<file path="src/rtl/boundary_pkg.sv">
// Shared definitions for the boundary filter: output mode encodings.
package boundary_pkg;

  typedef enum logic [1:0] {
    MODE_SUPPRESS = 2'd0,
    MODE_BINARY   = 2'd1,
    MODE_OVERLAY  = 2'd2,
    MODE_RESERVED = 2'd3
  } mode_e;

endpackage

</file>
<file path="src/rtl/gray_div3.sv">
// Exact gray conversion: floor((R+G+B)/3), purely combinational.
module gray_div3 #(
  parameter int DATA_W = 8
) (
  input  logic [DATA_W-1:0] red,
  input  logic [DATA_W-1:0] green,
  input  logic [DATA_W-1:0] blue,
  output logic [DATA_W-1:0] gray
);

  localparam logic [DATA_W+1:0] THREE = 3;

  logic [DATA_W+1:0] sum;

  assign sum  = {2'b00, red} + {2'b00, green} + {2'b00, blue};
  // Quotient of a (3*max) sum by 3 always fits back in DATA_W bits.
  assign gray = DATA_W'(sum / THREE);

endmodule

</file>
<file path="src/rtl/boundary_filter_stream.sv">
// Two-stage streaming edge filter: S1 registers gray + sideband, S2 decides
// edge/no-edge, forms the output pixel and keeps the per-frame edge count.
module boundary_filter_stream
  import boundary_pkg::*;
#(
  parameter int DATA_W = 8,
  parameter int CNT_W  = 20
) (
  input  logic              i_clk,
  input  logic              i_rst,
  input  logic              i_valid,
  output logic              o_ready,
  input  logic [DATA_W-1:0] iRed,
  input  logic [DATA_W-1:0] iGreen,
  input  logic [DATA_W-1:0] iBlue,
  input  logic              i_sof,
  input  logic              i_eol,
  input  logic              i_eof,
  input  logic [DATA_W-1:0] i_threshold,
  input  logic [1:0]        i_mode,
  output logic              o_valid,
  input  logic              i_ready,
  output logic [DATA_W-1:0] oRed,
  output logic [DATA_W-1:0] oGreen,
  output logic [DATA_W-1:0] oBlue,
  output logic              o_sof,
  output logic              o_eol,
  output logic              o_eof,
  output logic [CNT_W-1:0]  o_edge_count,
  output logic              o_count_valid
);

  logic [DATA_W-1:0] gray_in;
  logic [DATA_W-1:0] prev_gray, thr;
  mode_e             mode;
  logic              line_start;
  logic [CNT_W-1:0]  cnt;

  logic              s1_full, s1_first, s1_sof, s1_eol, s1_eof;
  logic [DATA_W-1:0] s1_gray, s1_prev, s1_r, s1_g, s1_b, s1_thr;
  mode_e             s1_mode;

  logic              s2_adv, in_fire, s1_move, eof_out, is_edge;
  logic [DATA_W-1:0] grad, pix_r, pix_g, pix_b;
  logic [CNT_W-1:0]  cnt_base, cnt_next;

  gray_div3 #(.DATA_W(DATA_W)) u_gray (
    .red   (iRed),
    .green (iGreen),
    .blue  (iBlue),
    .gray  (gray_in)
  );

  assign s2_adv   = !o_valid || i_ready;
  assign o_ready  = !i_rst && (!s1_full || s2_adv);
  assign in_fire  = i_valid && o_ready;
  assign s1_move  = s1_full && s2_adv;
  assign eof_out  = o_valid && i_ready && o_eof;

  assign grad     = s1_first ? '0 :
                    (s1_gray >= s1_prev) ? s1_gray - s1_prev : s1_prev - s1_gray;
  assign is_edge  = grad > s1_thr;

  // A new frame entering S2, or the old frame's eof leaving, restarts from zero.
  assign cnt_base = (s1_sof || eof_out) ? '0 : cnt;
  assign cnt_next = (is_edge && cnt_base != '1) ? cnt_base + 1'b1 : cnt_base;

  always_comb begin
    pix_r = is_edge ? '0 : s1_gray;
    pix_g = is_edge ? '0 : s1_gray;
    pix_b = is_edge ? '0 : s1_gray;
    case (s1_mode)
      MODE_BINARY: begin
        pix_r = is_edge ? '1 : '0;
        pix_g = is_edge ? '1 : '0;
        pix_b = is_edge ? '1 : '0;
      end
      MODE_OVERLAY: begin
        pix_r = is_edge ? '0 : s1_r;
        pix_g = is_edge ? '0 : s1_g;
        pix_b = is_edge ? '0 : s1_b;
      end
      default: ;
    endcase
  end

  always_ff @(posedge i_clk) begin
    if (i_rst) begin
      s1_full       <= 1'b0;
      o_valid       <= 1'b0;
      o_count_valid <= 1'b0;
      oRed          <= '0;
      oGreen        <= '0;
      oBlue         <= '0;
      o_sof         <= 1'b0;
      o_eol         <= 1'b0;
      o_eof         <= 1'b0;
      o_edge_count  <= '0;
      cnt           <= '0;
      thr           <= '0;
      mode          <= MODE_SUPPRESS;
      line_start    <= 1'b1;
      prev_gray     <= '0;
    end else begin
      o_count_valid <= 1'b0;

      if (in_fire) begin
        s1_gray    <= gray_in;
        s1_prev    <= prev_gray;
        s1_first   <= line_start || i_sof;
        s1_r       <= iRed;
        s1_g       <= iGreen;
        s1_b       <= iBlue;
        s1_sof     <= i_sof;
        s1_eol     <= i_eol;
        s1_eof     <= i_eof;
        // The sof beat itself already uses the newly latched settings.
        s1_thr     <= i_sof ? i_threshold : thr;
        s1_mode    <= i_sof ? mode_e'(i_mode) : mode;
        prev_gray  <= gray_in;
        line_start <= i_eol;
        if (i_sof) begin
          thr  <= i_threshold;
          mode <= mode_e'(i_mode);
        end
      end

      if (in_fire)      s1_full <= 1'b1;
      else if (s1_move) s1_full <= 1'b0;

      if (eof_out) begin
        o_edge_count  <= cnt;
        o_count_valid <= 1'b1;
        cnt           <= '0;
      end

      if (s2_adv) begin
        o_valid <= s1_full;
        if (s1_full) begin
          oRed   <= pix_r;
          oGreen <= pix_g;
          oBlue  <= pix_b;
          o_sof  <= s1_sof;
          o_eol  <= s1_eol;
          o_eof  <= s1_eof;
          cnt    <= cnt_next;
        end
      end
    end
  end

endmodule

</file>
<file path="config.mk">
export PLATFORM = sky130hd
export DESIGN_NAME = boundary_filter_stream
export DESIGN_NICKNAME = d
export VERILOG_FILES = /design/src/rtl/boundary_pkg.sv /design/src/rtl/gray_div3.sv /design/src/rtl/boundary_filter_stream.sv
export SDC_FILE = /design/constraint.sdc
export NUM_CORES = 1
export LEC_CHECK = 0
export CORE_AREA = 3 3 176 178
export DETAILED_ROUTE_END_ITERATION = 8
export DIE_AREA = 0 0 179 181
export HOLD_SLACK_MARGIN = 0.02
export PLACE_DENSITY = 0.43
export SKIP_CTS_REPAIR_TIMING = 1
export SKIP_LAST_GASP = 1
export SYNTH_ARGS = -nofsm -noshare
export SYNTH_HDL_FRONTEND = slang
export SYNTH_SLANG_ARGS = --single-unit
</file>
<file path="constraint.sdc">
create_clock -name i_clk -period 8.36 [get_ports i_clk]
set_input_delay 2.09 -clock i_clk [delete_from_list [all_inputs] [get_ports i_clk]]
set_output_delay 2.09 -clock i_clk [all_outputs]
set_load 0.02 [all_outputs]
</file>
==> results.txt, run 1 <==
Vias = 6973
Post-Synth Simple-Gate Area = 17.5%
Vias/cell = 4.96
Mapped Nets = 1013
Slowest cell on crit path = o41ai_2
Number of port buffers = 90
H-tree depth = 4
Critical setup path kind = primary input to flip-flop
Worst-path clk slew = 0.07 ns
Post-route ant nets = 0
Total gr overflow = 0
Status = finished, final reports clean
Pwr Density = 266 nW/um^2
Number of distinct library cells after synthesis = 87
Post-synthesis mux area share = 2.52%
Row cnt = 63
EDFF count, synth = 54
First-pass GRT wire length = 37600 um
Clock power frac = 28.3%
Crit start category = primary input
Initial antenna violation count = 0
Worst-Margin Slew = 0.872 ns
Clock sinks = 143
Number of global-route vias before repair = 6751
Initial DRT Pass Iterations = 5
Main flop type after synthesis = dfxtp_1
Pint = 1.65 mW
Final Instance Count excl. Fillers = 1406
Largest net degree at the start of global routing = 73
Total power = 2.70 mW
Top cell type's share of synthesized area = 21.6%
Synthesis-to-finish area growth = 23.1%
Psw = 1.04 mW
Tmin final = 7.64 ns
Residual DRC = 0
Area share of fa/ha/maj cells after synthesis = 7.65%
Initial DRC Count = 513
Die span in x = 179 um
Cells after DPL = 1374
TNS Setup = 0 ns
Comb power frac = 40.4%
Avg WL per Cell = 16.8 um
Clk_lat worst skew = 0.42 ns
Skew final = 0.0190 ns
Switch share = 38.7%
Syn Area/Cell = 8.92 sq um
Final core occ = 34.3%
WL final = 23600 um
CTS Buf Count = 17
Most numerous cell in the Yosys netlist = nand2_1
Leakage = 3.90 nW
Worst EP arrival = 7.98 ns
Yosys reg bits = 143
Warnings from Yosys = 0
Routability cong. = 0.833
CTS tree = done
Vert. Die Dim = 181 um
RSZ-0062 raised after global routing = false
Post-Synth XOR/XNOR Area = 2.23%
Core Region = 29600 sq um
Synthesized instance count = 924
Starting Density = 27.9%
Layout Nets = 1092
Sequential share of power = 31.3%
Global Route Usage Sum = 14.6%
Diodes inserted = 0
Min-delay worst type = flip-flop to flip-flop
WP data required = 8.69 ns
Die footprint = 32400 sq um
Slew headroom = 41.9%
Max Freq = 131 MHz
Asr flop ratio synth = 0%
Total of max-cap violations = 0
CP top delay family = compound AO/OA/AOI/OAI gates
List of most frequent post-synthesis cells = nand2_1, a21oi_1, dfxtp_1
Cell Area, Synth = 8240 sq um
Top cell by count, worst path = nor2_1
Maximum vdd drop = 0.118 mV
Post-synthesis sequential area ratio = 41.3%
Share of cells above drive strength 1 = 10.1%
HPWL Detailed = 17100 um
Worst setup EP type = flip-flop
# setup viols final = 0
Final period utilization = 91.4%
Max-slew violations = 0
Critical Path Fanout Max = 11
Max stage delay on crit path = 0.49 ns
Worst-case clock buffer depth = 2
Area contributors post-synth = dfxtp_1, edfxtp_1, ha_1
CP Buf/Inv Count = 2
IO Pins = 91
Largest area contributor in the netlist = dfxtp_1
Compound-Gate Fraction of Synth Area = 24.5%
Clock root cell = clkbuf_16
Largest family of logic cells by synthesized area = compound AO/OA/AOI/OAI gates
Final Hold Vio Count = 0
==> layout make-up <==
type,count,area [sq um]
fillers,3097,19400
inverters,49,184
clock inverters,14,141
flip-flops and latches,143,3400
clock buffers,18,450
well taps,390,488
repair buffers,103,993
multi-input cells,689,4480
==> final timing paths <==
path	start	to	slack [ns]	cells past startpoint
max	iRed[0]	prev_gray[0]	0.72	25
max reg2reg	s1_gray[0]	oBlue[0]	2.21	25
min reg2reg	prev_gray[6]	s1_prev[6]	0.42	0
min	prev_gray[6]	s1_prev[6]	0.42	0
==> cell usage in the layout (no fill, tap or decap), types with 7 or more instances in the layout <==
| cell | Yosys | routed |
|---|---|---|
| a31oi_1 | 9 | 9 |
| o22ai_1 | 7 | 7 |
| nor2b_1 | 7 | 7 |
| nor2_1 | 82 | 81 |
| xnor2_1 | 18 | 18 |
| nand3_1 | 27 | 27 |
| nor3_1 | 15 | 15 |
| clkdlybuf4s50_1 | 0 | 89 |
| and2_1 | 10 | 10 |
| o21ai_0 | 68 | 68 |
| a21oi_1 | 92 | 92 |
| buf_4 | 0 | 13 |
| nand2_1 | 112 | 112 |
| clkbuf_16 | 0 | 18 |
| o21bai_1 | 7 | 7 |
| nand4_1 | 10 | 10 |
| inv_1 | 48 | 48 |
| edfxtp_1 | 54 | 54 |
| and3_1 | 17 | 17 |
| dfxtp_1 | 89 | 89 |
| ha_1 | 44 | 44 |
| a21o_1 | 22 | 22 |
| mux2_2 | 14 | 14 |
| a211oi_1 | 12 | 12 |
==> stage by stage <==
step                      hold WS [ns]  worst slack, ns  cell area (sq um)
after floorplan                  0.400             1.56               8240
after CTS                        0.416            0.758              10100
after detailed placement         0.409            0.332               9550
after global routing             0.428            0.337              10100
after global placement           0.409            0.407               9550
final                            0.421            0.715              10100
==> flip-flops by register name (all words and copies together) (netlist names), 2 cells and up <==
| signal | cells |
|---|---|
| oBlue | 8 |
| s1_prev | 8 |
| oRed | 8 |
| s1_mode | 2 |
| cnt | 20 |
| mode | 2 |
| s1_gray | 8 |
| thr | 8 |
| o_edge_count | 20 |
| oGreen | 8 |
| s1_thr | 8 |
| prev_gray | 8 |
| s1_r | 8 |
| s1_b | 8 |
| s1_g | 8 |
==> power groups by stage <==
stage,Sequential (mW),Clock (mW),Combinational (mW)
global route,0.851,0.820,1.21
global placement,0.860,0,1.09
detailed placement,0.861,0,1.08
finish,0.844,0.763,1.09
floorplan,0.855,0,0.800
CTS,0.845,0.789,1.09
==> worst reg2reg max path, stage by stage, from the launching register on <==
cell and delay [ns]:
edfxtp_1 0.45, inv_1 0.09, ha_1 0.17, inv_1 0.06, fa_1 0.38, a21oi_1 0.19
o221ai_1 0.14, a21oi_1 0.21, o21bai_1 0.09, a21oi_1 0.22, o21a_1 0.47, mux2i_1 0.31
o211ai_1 0.12, o21ba_2 0.23, o21ai_0 0.18, mux2_2 0.36, ha_1 0.28, nand3_1 0.11
a21oi_1 0.05, o31ai_1 0.30, buf_4 0.22, and2_1 0.71, a21oi_1 0.15, o21ai_0 0.35
o21ai_0 0.16, nor2_1 0.10
==> routing by layer <==
| layer | share of wire, % | vias to the layer above | global-route usage [%] |
|---|---|---|---|
| met1 | 51 | 3294 | 20.9 |
| li1 | - | 3501 | - |
| met3 | 4.0 | 15 | 2.61 |
| met2 | 45 | 163 | 22.8 |
| met5 | 0 | - | 0 |
| met4 | 0.85 | 0 | 3.34 |
==> cell families after synthesis <==
logic type,count (synthesis)
AO/OA/AOI/OAI,294
buffers and inverters,92
AND/OR/NAND/NOR,307
adder cells (fa/ha/maj),48
multiplexers,19
flip-flops,143
XOR/XNOR,21
Power figures use the tool's default switching activity.
==> run 2: changes to the inputs <==
--- a/config.mk
+++ b/config.mk
@@ -5,11 +5,11 @@
 export SDC_FILE = /design/constraint.sdc
 export NUM_CORES = 1
 export LEC_CHECK = 0
-export CORE_AREA = 3 3 176 178
+export CORE_AREA = 3 3 125 127
 export DETAILED_ROUTE_END_ITERATION = 8
-export DIE_AREA = 0 0 179 181
+export DIE_AREA = 0 0 128 130
 export HOLD_SLACK_MARGIN = 0.02
-export PLACE_DENSITY = 0.43
+export PLACE_DENSITY = 0.77
 export SKIP_CTS_REPAIR_TIMING = 1
 export SKIP_LAST_GASP = 1
 export SYNTH_ARGS = -nofsm -noshare
==> run 2 against run 1 <==
Compared with the run above:
- sequential power barely moved
- total power fell by 1.9%
- flip-flop and latch count did not move
- via count rose by 2.8%
- hold slack improved by 0.011 ns
- non-clock buffer count fell by 4
- utilization rose by 33 points
- largest power group unchanged
- count of clock-buffer cells in the layout fell by 1
- sequential share of layout area rose by 1.0 points
- first-iteration DRC count rose by 44%
- maximum frequency rose by 1.1%
==> results.txt, run 2 (same netlist as run 1, synthesis figures left out) <==
H-tree depth = 4 (unchanged)
Avg WL per Cell = 16.7 um (-0.90%)
Slowest cell on crit path = ha_1
Total of max-cap violations = 0 (unchanged)
Starting Density = 56.7% (+29 points)
Max-slew violations = 0 (unchanged)
Number of port buffers = 90 (unchanged)
Pre-CTS WS = 0.437 ns (+0.105 ns)
Comb power frac = 39.9% (-0.5 points)
Share of cells above drive strength 1 = 9.78% (-0.36 points)
Final Instance Count excl. Fillers = 1196 (-15%)
Clock power frac = 28.2% (about the same)
WL final = 19900 um (-16%)
Pint = 1.68 mW (+1.5%)
CTS tree = done
R2r setup slk = 1.98 ns (-0.23 ns)
Slew headroom = 41.4% (-0.50 points)
WP data required = 8.71 ns (+0.02 ns)
Worst-path clk slew = 0.06 ns (about the same)
Core Region = 14500 sq um (-51%)
Most common cell after layout, fill and taps aside = nand2_1
CTS Buf Count = 17 (unchanged)
Worst-Margin Slew = 0.872 ns (+0.000105 ns)
Worst Hold Path EP = s1_prev[3]
Initial antenna violation count = 0 (unchanged)
Max Freq = 132 MHz (+1.1%)
Routability cong. = 0.869 (+4.4%)
Clock sinks = 143 (unchanged)
TNS Setup = 0 ns (unchanged)
Total gr overflow = 0 (unchanged)
Maximum vdd drop = 0.151 mV (+28%)
Vert. Die Dim = 130 um (-28%)
Number of global-route vias before repair = 6469 (-4.2%)
Residual DRC = 0 (unchanged)
Final Hold Vio Count = 0 (unchanged)
Final period utilization = 90.4% (-1.0 points)
Cell Chain, Critical Path = clkdlybuf4s50_1, ha_1, a21o_1, a21oi_1, o21bai_1, a21oi_1, o21bai_1, a21oi_1, xnor2_1, ha_1, inv_1, o41ai_2, a21o_1, nand2_1, a311oi_4, nor2_1, mux2_2, ha_1, a21o_1, nor3_1, a2111o_1, a41o_1, a41oi_2
Cells after DPL = 1164 (-15%)
# setup viols final = 0 (unchanged)
Final core occ = 67.8% (+33 points)
Sequential share of power = 31.9% (+0.6 points)
Synthesis-to-finish area growth = 19.5%
Crit start category = primary input
IO Pins = 91 (unchanged)
Worst EP arrival = 7.91 ns (-0.07 ns)
CP top delay family = compound AO/OA/AOI/OAI gates
Global Route Usage Sum = 23.9% (+9.3 points)
Vias = 7171 (+2.8%)
Status = finished, final reports clean
HPWL Detailed = 14300 um (-16%)
Initial DRT Pass Iterations = 5 (unchanged)
Critical Path Fanout Max = 11 (unchanged)
Switch share = 36.6% (-2.1 points)
RSZ-0062 raised after global routing = false
Skew final = 0.00683 ns (-0.0122 ns)
Clock root cell = clkbuf_16
Tmin final = 7.56 ns (-0.0834 ns)
Worst-case clock buffer depth = 2 (unchanged)
Psw = 0.969 mW (-7.1%)
Initial DRC Count = 741 (+44%)
Pwr Density = 269 nW/um^2 (+1.1%)
Clk_lat worst skew = 0.42 ns (about the same)
Largest registers = cnt x20, o_edge_count x20
Terminus of the critical flop-to-flop path = oRed[2]
Worst setup EP type = flip-flop
Largest net degree at the start of global routing = 73 (unchanged)
Worst r2r path cells = 24 (-4.0%)
Layout Nets = 1088 (-0.37%)
Leakage = 3.87 nW (-0.85%)
WHS Path Cells = 0 (unchanged)
Most frequent cells in the layout = nand2_1, a21oi_1, dfxtp_1, clkdlybuf4s50_1, nor2_1
Final worst slack = 0.799 ns (+0.0834 ns)
Max stage delay on crit path = 0.59 ns (+0.10 ns)
Diodes inserted = 0 (unchanged)
Reg-to-Reg Start = s1_gray[0]
Filler cells = 1153 (-63%)
CP Buf/Inv Count = 2 (unchanged)
Critical setup path kind = primary input to flip-flop
Multi-input logic area = 4480 sq um (unchanged)
Fin area = 9850 sq um (-2.9%)
First-pass GRT wire length = 32100 um (-15%)
Register area = 3400 sq um (unchanged)
Hold_sp = prev_gray[3]
Placed cell areas = 9260 sq um (-3.0%)
Vias/cell = 6.00 (+21%)
Row cnt = 44 (-30%)
Post-route ant nets = 0 (unchanged)
Die span in x = 128 um (-28%)
Min-delay worst type = flip-flop to flip-flop
Die footprint = 16600 sq um (-49%)
==> run 2: layer usage <==
layer  vias to the layer above  track usage, %  part of all wire (%)
met4                         0            9.93                   3.2
li1                       3491               -                     -
met3                        42            3.93                   5.5
met1                      3389            31.9                    43
met5                         -               0                     0
met2                       249            38.9                    48
==> run 2: layout make-up <==
class / instances / share of cell area, %
clock buffer: 17 / 4.32
timing repair buffer: 99 / 9.78
sequential: 143 / 34.5
tap: 184 / 2.34
multi-input combinational: 689 / 45.5
inverter: 49 / 1.87
clock inverter: 15 / 1.64
==> run 2: worst reg2reg max path: stages, from the launching register on <==
cell	delay, ns
edfxtp_1	0.48
inv_1	0.10
ha_1	0.16
inv_1	0.06
fa_1	0.39
a21oi_1	0.18
o221ai_1	0.13
a21oi_1	0.17
o21bai_1	0.07
a21oi_1	0.22
o21a_1	0.45
mux2i_1	0.32
o211ai_1	0.13
o21ba_2	0.23
o21ai_0	0.19
mux2_2	0.37
ha_1	0.28
nand3_1	0.11
a21oi_1	0.05
o31ai_1	0.74
and2_1	0.76
a21oi_1	0.19
o21ai_0	0.29
o21ai_0	0.14
nor2_1	0.09
==> run 2: how the worst max path moves through the flow <==
stage,startpoint,endpoint,cells past startpoint
3_5_place_dp,iRed[0],prev_gray[0],24
4_1_cts,iRed[1],prev_gray[0],23
5_1_grt,iGreen[1],prev_gray[0],23
3_3_place_gp,iRed[0],prev_gray[0],25
2_1_floorplan,iRed[0],prev_gray[0],25
6_report,iRed[1],prev_gray[0],23
==> run 2: through the flow <==
step	hold WS [ns]	power, mW
3_3_place_gp	0.403	1.89
2_1_floorplan	0.400	1.65
6_report	0.432	2.65
4_1_cts	0.430	2.65
3_5_place_dp	0.414	1.90
5_1_grt	0.439	2.81
==> run 2: power groups by stage <==
stage               sequential (mW)  clock, mW  combinational, mW
finish                        0.844      0.748               1.06
global route                  0.849      0.788               1.17
CTS                           0.844      0.756               1.05
detailed placement            0.859          0               1.04
global placement              0.854          0               1.03
floorplan                     0.855          0              0.800
==> run 3: changes to the inputs <==
--- a/config.mk
+++ b/config.mk
@@ -5,11 +5,10 @@
 export SDC_FILE = /design/constraint.sdc
 export NUM_CORES = 1
 export LEC_CHECK = 0
-export CORE_AREA = 3 3 125 127
+export CORE_AREA = 3 3 170 172
 export DETAILED_ROUTE_END_ITERATION = 8
-export DIE_AREA = 0 0 128 130
+export DIE_AREA = 0 0 173 175
 export HOLD_SLACK_MARGIN = 0.02
-export PLACE_DENSITY = 0.77
 export SKIP_CTS_REPAIR_TIMING = 1
 export SKIP_LAST_GASP = 1
 export SYNTH_ARGS = -nofsm -noshare
==> run 3 against run 2 <==
Compared with the run above:
- clock skew grew 0.0092 ns
- utilization shrank 31 points
- design area grew 2.7%
- register-to-register slack gained 0.04 ns
- critical endpoint unchanged
- largest cell class unchanged
- global-route usage shrank 9.2 points
==> results.txt, run 3 (same netlist as run 1, synthesis figures left out) <==
Status = finished, final reports clean
Worst EP arrival = 7.84 ns (-0.07 ns)
Share of cells above drive strength 1 = 10.1% (+0.28 points)
Max-slew violations = 0 (unchanged)
Most frequent cells in the layout = nand2_1, a21oi_1, dfxtp_1, clkdlybuf4s50_1, nor2_1
Pre-CTS WS = 0.493 ns (+0.0562 ns)
Clk_lat worst skew = 0.43 ns (about the same)
Total of max-cap violations = 0 (unchanged)
Switch share = 37.0% (+0.41 points)
Slowest cell on crit path = o41ai_2
Final worst slack = 0.863 ns (+0.0642 ns)
Final core occ = 36.6% (-31 points)
RSZ-0062 raised after global routing = false
Sequential share of power = 31.5% (-0.4 points)
Clock root cell = clkbuf_16
First-pass GRT wire length = 36200 um (+13%)
Max stage delay on crit path = 0.50 ns (-0.09 ns)
Max Freq = 133 MHz (+0.86%)
Final Instance Count excl. Fillers = 1392 (+16%)
Final Hold Vio Count = 0 (unchanged)
Pint = 1.69 mW (+0.60%)
Residual DRC = 0 (unchanged)
Initial antenna violation count = 0 (unchanged)
H-tree depth = 4 (unchanged)
Final period utilization = 89.7% (-0.77 points)
Largest registers = cnt x20, o_edge_count x20
Diodes inserted = 0 (unchanged)
Crit start category = primary input
Clock sinks = 143 (unchanged)
Worst-path clk slew = 0.06 ns (about the same)
Core Region = 27600 sq um (+90%)
Slew headroom = 41.6% (+0.17 points)
Synthesis-to-finish area growth = 22.7%
Worst setup EP type = flip-flop
Comb power frac = 39.8% (about the same)
Worst-Margin Slew = 0.869 ns (-0.00250 ns)
Leakage = 3.90 nW (+0.93%)
Die footprint = 30300 sq um (+82%)
Skew final = 0.0161 ns (+0.00924 ns)
Die span in x = 173 um (+35%)
Total gr overflow = 0 (unchanged)
R2r setup slk = 2.02 ns (+0.04 ns)
Min-delay worst type = flip-flop to flip-flop
CTS tree = done
Psw = 0.992 mW (+2.4%)
Maximum vdd drop = 0.114 mV (-25%)
Post-route ant nets = 0 (unchanged)
Worst-case clock buffer depth = 2 (unchanged)
Layout Nets = 1090 (+0.18%)
IO Pins = 91 (unchanged)
Vias/cell = 5.07 (-15%)
Vias = 7063 (-1.5%)
Critical Path Fanout Max = 10 (-1)
WP data required = 8.70 ns (about the same)
Initial DRT Pass Iterations = 5 (unchanged)
Global Route Usage Sum = 14.7% (-9.2 points)
Routability cong. = 0.842 (-3.1%)
Hold WS = 0.428 ns (-0.00351 ns)
Starting Density = 29.8% (-27 points)
Pwr Density = 265 nW/um^2 (-1.4%)
CTS Buf Count = 17 (unchanged)
HPWL Detailed = 16300 um (+14%)
WL final = 22400 um (+12%)
TNS Setup = 0 ns (unchanged)
Critical setup path kind = primary input to flip-flop
Number of global-route vias before repair = 6640 (+2.6%)
Most common cell after layout, fill and taps aside = nand2_1
Number of port buffers = 90 (unchanged)
Initial DRC Count = 612 (-17%)
Tmin final = 7.50 ns (-0.0642 ns)
Clock power frac = 28.7% (+0.5 points)
Row cnt = 61 (+39%)
Avg WL per Cell = 16.1 um (-3.6%)
# setup viols final = 0 (unchanged)
Worst r2r path cells = 24 (unchanged)
Vert. Die Dim = 175 um (+35%)
Cells after DPL = 1360 (+17%)
WHS Path Cells = 0 (unchanged)
Largest net degree at the start of global routing = 73 (unchanged)
-- run 3: cell count changes in the layout (fill, tap and decap cells not counted), sizes merged --
cell and change:
clkbuf +3, buf +2, inv +4, bufinv -1, clkinvlp -4, clkinv -2
-- run 3: per-stage QoR --
| step | power [mW] | instance area [sq um] |
|---|---|---|
| detailed placement | 1.92 | 9520 |
| CTS | 2.69 | 10100 |
| floorplan | 1.65 | 8240 |
| finish | 2.68 | 10100 |
| global route | 2.86 | 10100 |
| global placement | 1.90 | 9520 |
-- run 3: worst max-delay path: cells and delay by family --
kind / cells / cell delay, ns
fa+ha+maj: 3 / 1.05
simple gates: 5 / 0.58
buf+inv: 1 / 0.44
xor+xnor: 1 / 0.15
mux: 1 / 0.28
compound gates: 14 / 3.24
-- run 3: worst paths after layout --
kind,start,to
setup / recovery,iRed[1],prev_gray[0]
hold / removal,prev_gray[5],s1_prev[5]
setup reg to reg,s1_gray[0],oBlue[0]
hold reg to reg,prev_gray[5],s1_prev[5]
-- run 3: area by class of cell --
type                            count  area, sq um
Inverter                           49          184
Clock buffer                       20          478
Fill cell                        2821        17500
Multi-Input combinational cell    689         4480
Tap cell                          378          473
Clock inverter                     12          115
Sequential cell                   143         3400
Timing Repair Buffer              101          978
-- run 3: power groups by stage --
stage | Combinational [mW] | Sequential (mW) | Clock (mW)
floorplan | 0.800 | 0.855 | 0
global placement | 1.05 | 0.858 | 0
detailed placement | 1.05 | 0.861 | 0
CTS | 1.06 | 0.846 | 0.783
global route | 1.19 | 0.851 | 0.812
finish | 1.07 | 0.845 | 0.768
-- run 3: layer usage --
layer / wire length, um / global-route usage, % / up-vias
met4: 310 / 3.72 / 0
met5: 0 / 0 / -
met3: 1050 / 2.69 / 26
met1: 10500 / 19.9 / 3355
li1: - / - / 3497
met2: 10500 / 24.2 / 185
